### src/rtl/wb_gain_apply.sv
// White-balance gain stage for a raw Bayer stream: scales blue/red pixels by
// frame-synchronous gains (shadowed until sof) and passes green through.
module wb_gain_apply #(
  parameter int DW   = 8,
  parameter int GW   = 18,
  parameter int FRAC = 8
) (
  input  logic          clk,
  input  logic          rst_n,
  input  logic          gain_load,
  input  logic [GW-1:0] bk_in,
  input  logic [GW-1:0] rk_in,
  input  logic          bypass,
  input  logic          sof,
  input  logic          eol,
  input  logic          data_in_valid,
  input  logic [DW-1:0] data_in,
  output logic          data_out_valid,
  output logic [DW-1:0] data_out,
  output logic          sof_out,
  output logic          eol_out
);

  localparam int PW = DW + GW;
  localparam int RW = PW - FRAC;
  localparam logic [GW-1:0] UNITY = GW'(1) << FRAC;

  logic [GW-1:0] pend_b_q, pend_b_d, pend_r_q, pend_r_d;
  logic [GW-1:0] act_b_q, act_b_d, act_r_q, act_r_d;
  logic          x_q, x_d, y_q, y_d;

  logic [DW-1:0] s1_pix_q, s1_pix_d;
  logic [GW-1:0] s1_gain_q, s1_gain_d;
  logic          s1_valid_q, s1_valid_d, s1_sof_q, s1_sof_d, s1_eol_q, s1_eol_d;

  logic [DW-1:0] data_out_q, data_out_d;
  logic          valid_out_q, valid_out_d, sof_out_q, sof_out_d, eol_out_q, eol_out_d;

  logic          frame_start, x_eff, y_eff, is_blue, is_red;
  logic [PW-1:0] prod;
  logic [RW-1:0] res;
  logic          sat;

  // Gain shadowing and Bayer parity tracking.
  always_comb begin
    frame_start = data_in_valid & sof;
    pend_b_d    = gain_load ? bk_in : pend_b_q;
    pend_r_d    = gain_load ? rk_in : pend_r_q;
    // A load coinciding with sof flows straight through pend into act.
    act_b_d     = frame_start ? pend_b_d : act_b_q;
    act_r_d     = frame_start ? pend_r_d : act_r_q;

    x_eff   = sof ? 1'b0 : x_q;
    y_eff   = sof ? 1'b0 : y_q;
    is_blue = ~x_eff & ~y_eff;
    is_red  = x_eff & y_eff;

    x_d = x_q;
    y_d = y_q;
    if (data_in_valid) begin
      if (eol) begin
        x_d = 1'b0;
        y_d = ~y_eff;
      end else begin
        x_d = ~x_eff;
        y_d = y_eff;
      end
    end
  end

  // Stage 1: pixel plus the gain it will be multiplied by.
  always_comb begin
    s1_valid_d = data_in_valid;
    s1_sof_d   = data_in_valid & sof;
    s1_eol_d   = data_in_valid & eol;
    s1_pix_d   = s1_pix_q;
    s1_gain_d  = s1_gain_q;
    if (data_in_valid) begin
      s1_pix_d = data_in;
      if (bypass)       s1_gain_d = UNITY;
      else if (is_blue) s1_gain_d = act_b_d;
      else if (is_red)  s1_gain_d = act_r_d;
      else              s1_gain_d = UNITY;
    end
  end

  // Stage 2: multiply, drop fractional bits (truncate), saturate.
  always_comb begin
    prod        = PW'(s1_pix_q) * PW'(s1_gain_q);
    res         = prod[PW-1:FRAC];
    sat         = |res[RW-1:DW];
    valid_out_d = s1_valid_q;
    sof_out_d   = s1_sof_q;
    eol_out_d   = s1_eol_q;
    data_out_d  = data_out_q;
    if (s1_valid_q) data_out_d = sat ? {DW{1'b1}} : res[DW-1:0];
  end

  always_ff @(posedge clk or negedge rst_n) begin
    if (!rst_n) begin
      pend_b_q    <= UNITY;
      pend_r_q    <= UNITY;
      act_b_q     <= UNITY;
      act_r_q     <= UNITY;
      x_q         <= 1'b0;
      y_q         <= 1'b0;
      s1_pix_q    <= '0;
      s1_gain_q   <= UNITY;
      s1_valid_q  <= 1'b0;
      s1_sof_q    <= 1'b0;
      s1_eol_q    <= 1'b0;
      data_out_q  <= '0;
      valid_out_q <= 1'b0;
      sof_out_q   <= 1'b0;
      eol_out_q   <= 1'b0;
    end else begin
      pend_b_q    <= pend_b_d;
      pend_r_q    <= pend_r_d;
      act_b_q     <= act_b_d;
      act_r_q     <= act_r_d;
      x_q         <= x_d;
      y_q         <= y_d;
      s1_pix_q    <= s1_pix_d;
      s1_gain_q   <= s1_gain_d;
      s1_valid_q  <= s1_valid_d;
      s1_sof_q    <= s1_sof_d;
      s1_eol_q    <= s1_eol_d;
      data_out_q  <= data_out_d;
      valid_out_q <= valid_out_d;
      sof_out_q   <= sof_out_d;
      eol_out_q   <= eol_out_d;
    end
  end

  assign data_out_valid = valid_out_q;
  assign data_out       = data_out_q;
  assign sof_out        = sof_out_q;
  assign eol_out        = eol_out_q;

endmodule

### config.mk
export PLATFORM = sky130hd
export DESIGN_NAME = wb_gain_apply
export DESIGN_NICKNAME = d
export VERILOG_FILES = /design/src/rtl/wb_gain_apply.sv
export SDC_FILE = /design/constraint.sdc
export NUM_CORES = 1
export LEC_CHECK = 0
export BUFFER_PORTS_ARGS = -buffer_cell sky130_fd_sc_hd__buf_2
export CORE_MARGIN = 2
export CORE_UTILIZATION = 35
export DETAILED_ROUTE_END_ITERATION = 7
export GPL_TIMING_DRIVEN = 0
export HOLD_SLACK_MARGIN = 0.1
export SYNTH_ARGS = -nofsm -noshare
export SYNTH_HDL_FRONTEND = slang
export SYNTH_SLANG_ARGS = --single-unit
### constraint.sdc
create_clock -name clk -period 13.5 [get_ports clk]
set_input_delay 1.35 -clock clk [delete_from_list [all_inputs] [get_ports clk]]
set_output_delay 1.35 -clock clk [all_outputs]
set_load 0.01 [all_outputs]
==> out/results.tsv <==
metric	value	unit
status	finished, final reports clean	
Longest Clk Path Bufs	2	
TritonRoute pass-1 iters	5	
post-synthesis register bit count	114	
CTS hold repair buffers	0	
CTS tree	done	
largest net degree at the start of global routing	76	
CTS Sinks	114	
Hold/Removal Path Class	reg -> reg	
Die ar.	27500	um^2
Final min period	6300	ps
crit-path max cell delay	560	ps
Worst slew margin	0.480	
dpl cell area	9910	um^2
reg2reg end	data_out[6]	
I/O Buffers	60	
synth unique cells	59	
Root Driver	clkbuf_16	
critical path endpoint category	flip-flop	
gpl congestion	0.852	
crit path buf inv count	5	
Final setup viols	0	
vias in the first global route	7129	
worst-path fanout max	10	
Fillers	2566	
FMAX	159	MHz
Post-synth EDFFs	0	
vias	6816	
Mapped Cells	953	
Pleak	4.93	nW
DR vias/cell	4.94	
worst path cell trace	clkbuf_1 > clkbuf_1 > and2_1 > fa_1 > fa_1 > fa_1 > inv_1 > fa_1 > inv_1 > ha_1 > buf_2 > o21a_1 > o21ai_1 > a21oi_1 > a2111oi_0 > o22ai_1 > nor4_4 > a21oi_1	
worst-skew pair later-pin latency	440	ps
critical path class	reg -> reg	
Core ar.	25900	um^2
R2R setup slack	7200	ps
max-cap violation count	0	
Critical Path Start Type	flip-flop	
DRT antenna net count	0	
Ant. Diodes	0	
R2R depth	18	
VDD IR max	0.0827	mV
setup_tns	0	ps
crit share post-route	0.467	
initial antenna violation count	0	
overall routing resource usage	0.164	
ys flop type	dfrtp_1	
syn nets	1142	
chip width	166	um
mapped cell area	9160	um^2
Die Y	166	um
Iteration-0 DRC Markers	364	
Placed Cells	1349	
Total Wirelength	21800	um
cts repair resizes	0	
P&R area growth vs syn	15.0	%
slowest stage cell, crit path	a2111oi_0	
setup bufs post-CTS	0	
Slew Viols, Final	0	
Hold Fails Final Rpt	0	
TritonCTS buffer count	17	
htree depth	4	
syn_area_per_cell	9.61	um^2
Worst Tran Pin Value	780	ps
multi-input logic area	5700	um^2
share of layout cells above drive strength 1	0.154	
Wirelength per Cell	15.8	um
DP HPWL	16600	um
gr ovfl total	0	
final std cells w/o fill	1381	
Synth Warn #	0	
storage element area	2860	um^2
design area	10500	um^2
worst path required time	13790	ps
power per cell area	144	nW/um^2
most frequent cells in the layout	166 x nand2_1, 109 x inv_1, 109 x dfrtp_1	
most used cell, CP	fa_1	
Final nets	1222	
total power draw	0.00152	W
clock-pin slew on the worst setup and hold paths	60	ps
Hold Crit Start	s1_sof_q	
DRC errors left	0	
CP top delay family	adder cells	
worst setup path endpoint	data_out[6]	
Worst Path Arrival	6590	ps
Top Ports	62	
RR Startpoint	s1_pix_q[3]	
# rows	59	
Async S/R FF share, synth	1.00	
most common cell after layout, fill and taps aside	nand2_1	
RSZ-0062 raised after global routing	no	
clk_skew	21.4	ps
crit path from	s1_pix_q[3]	
Initial Utilization	0.354	
Crit. path cell count	18	
first-pass GRT wire length	36400	um
Seq/Total Area, Yosys	0.312	
metrics by stage:
stage               hold WS (ps)   util  setup slack, ps
floorplan                    331      -             8350
global route                 362  0.406             6890
finish                       346  0.406             7200
detailed placement           341  0.383             7270
CTS                          348  0.406             7270
global placement             337  0.381             7360
worst register-to-register path: stages (launching register included):
cell       delay (ps)
dfrtp_1           320
clkbuf_1          480
clkbuf_1          500
and2_1            240
fa_1              450
fa_1              480
fa_1              510
inv_1              50
fa_1              530
inv_1              60
ha_1              260
buf_2             170
o21a_1            170
o21ai_1           340
a21oi_1           170
a2111oi_0         560
o22ai_1           230
nor4_4            520
a21oi_1           140
final cells by class:
type,count,share of cell area
flip-flops and latches,114,0.272
multi-input cells,682,0.541
inverters,110,0.0392
plain buffers,47,0.0179
well taps,335,0.0398
clock inverters,14,0.0169
repair buffers,61,0.0317
clock buffers,18,0.0417
Yosys cell counts, drive strengths merged, types with 2 or more instances:
| cell | n | share of area |
|---|---|---|
| mux2i | 2 | 0.0022 |
| nor2 | 21 | 0.0086 |
| xnor2 | 4 | 0.0038 |
| nand4 | 7 | 0.0055 |
| nand2 | 166 | 0.068 |
| a31oi | 3 | 0.0020 |
| inv | 110 | 0.045 |
| nor2b | 3 | 0.0020 |
| o21a | 4 | 0.0033 |
| clkbuf | 30 | 0.012 |
| a2111oi | 3 | 0.0036 |
| mux2 | 44 | 0.054 |
| and4 | 19 | 0.018 |
| xor2 | 6 | 0.0057 |
| or3 | 2 | 0.0014 |
| a211oi | 9 | 0.0074 |
| o221ai | 2 | 0.0019 |
| a221oi | 2 | 0.0026 |
| dfrtp | 109 | 0.30 |
| and3 | 4 | 0.0027 |
| nand2b | 4 | 0.0027 |
| buf | 17 | 0.0083 |
| nor4 | 3 | 0.0037 |
| nor3 | 5 | 0.0027 |
| o21ai | 17 | 0.010 |
| nand3 | 9 | 0.0049 |
| ha | 43 | 0.059 |
| a21o | 6 | 0.0049 |
| fa | 95 | 0.21 |
| o211ai | 4 | 0.0033 |
| and2 | 107 | 0.073 |
| a21oi | 54 | 0.030 |
| dfstp | 5 | 0.014 |
| o22ai | 19 | 0.013 |
report_power, final:
group          total (W)  switching, W  internal, W
registers       0.000414     0.0000290     0.000385
logic           0.000623      0.000378     0.000245
clock network   0.000483      0.000185     0.000298
total            0.00152      0.000592     0.000927
sequential cells by signal, summed over array words and instances (netlist names), 8 cells and up:
name	cells
act_b_q	18
act_r_q	18
pend_b_q	18
pend_r_q	18
s1_gain_q	18
data_out	8
s1_pix_q	8
routing by layer:
| metal | share of wire | vias up | track usage |
|---|---|---|---|
| met3 | 0.046 | 24 | 0.0303 |
| met1 | 0.46 | 3344 | 0.219 |
| li1 | - | 3278 | - |
| met2 | 0.49 | 170 | 0.277 |
| met5 | 0 | - | 0 |
| met4 | 0.014 | 0 | 0.0423 |
how the worst min path moves through the flow:
stage                   end  slack [ps]  depth (start not counted)
floorplan           eol_out         330                          0
global placement    sof_out         340                          0
detailed placement  sof_out         340                          0
CTS                 sof_out         350                          0
global route        sof_out         360                          0
finish              sof_out         350                          0
logic make-up (layout without fill, tap and decap cells):
| logic type | count (synthesis) | after routing | synth area share |
|---|---|---|---|
| xor+xnor | 10 | 10 | 0.00956 |
| simple gates | 353 | 353 | 0.196 |
| mux | 46 | 46 | 0.0563 |
| fa+ha+maj | 138 | 138 | 0.266 |
| compound gates | 135 | 135 | 0.0940 |
| flops | 114 | 114 | 0.312 |
| buf+inv | 157 | 250 | 0.0657 |
(Power assumes the default switching activity.)
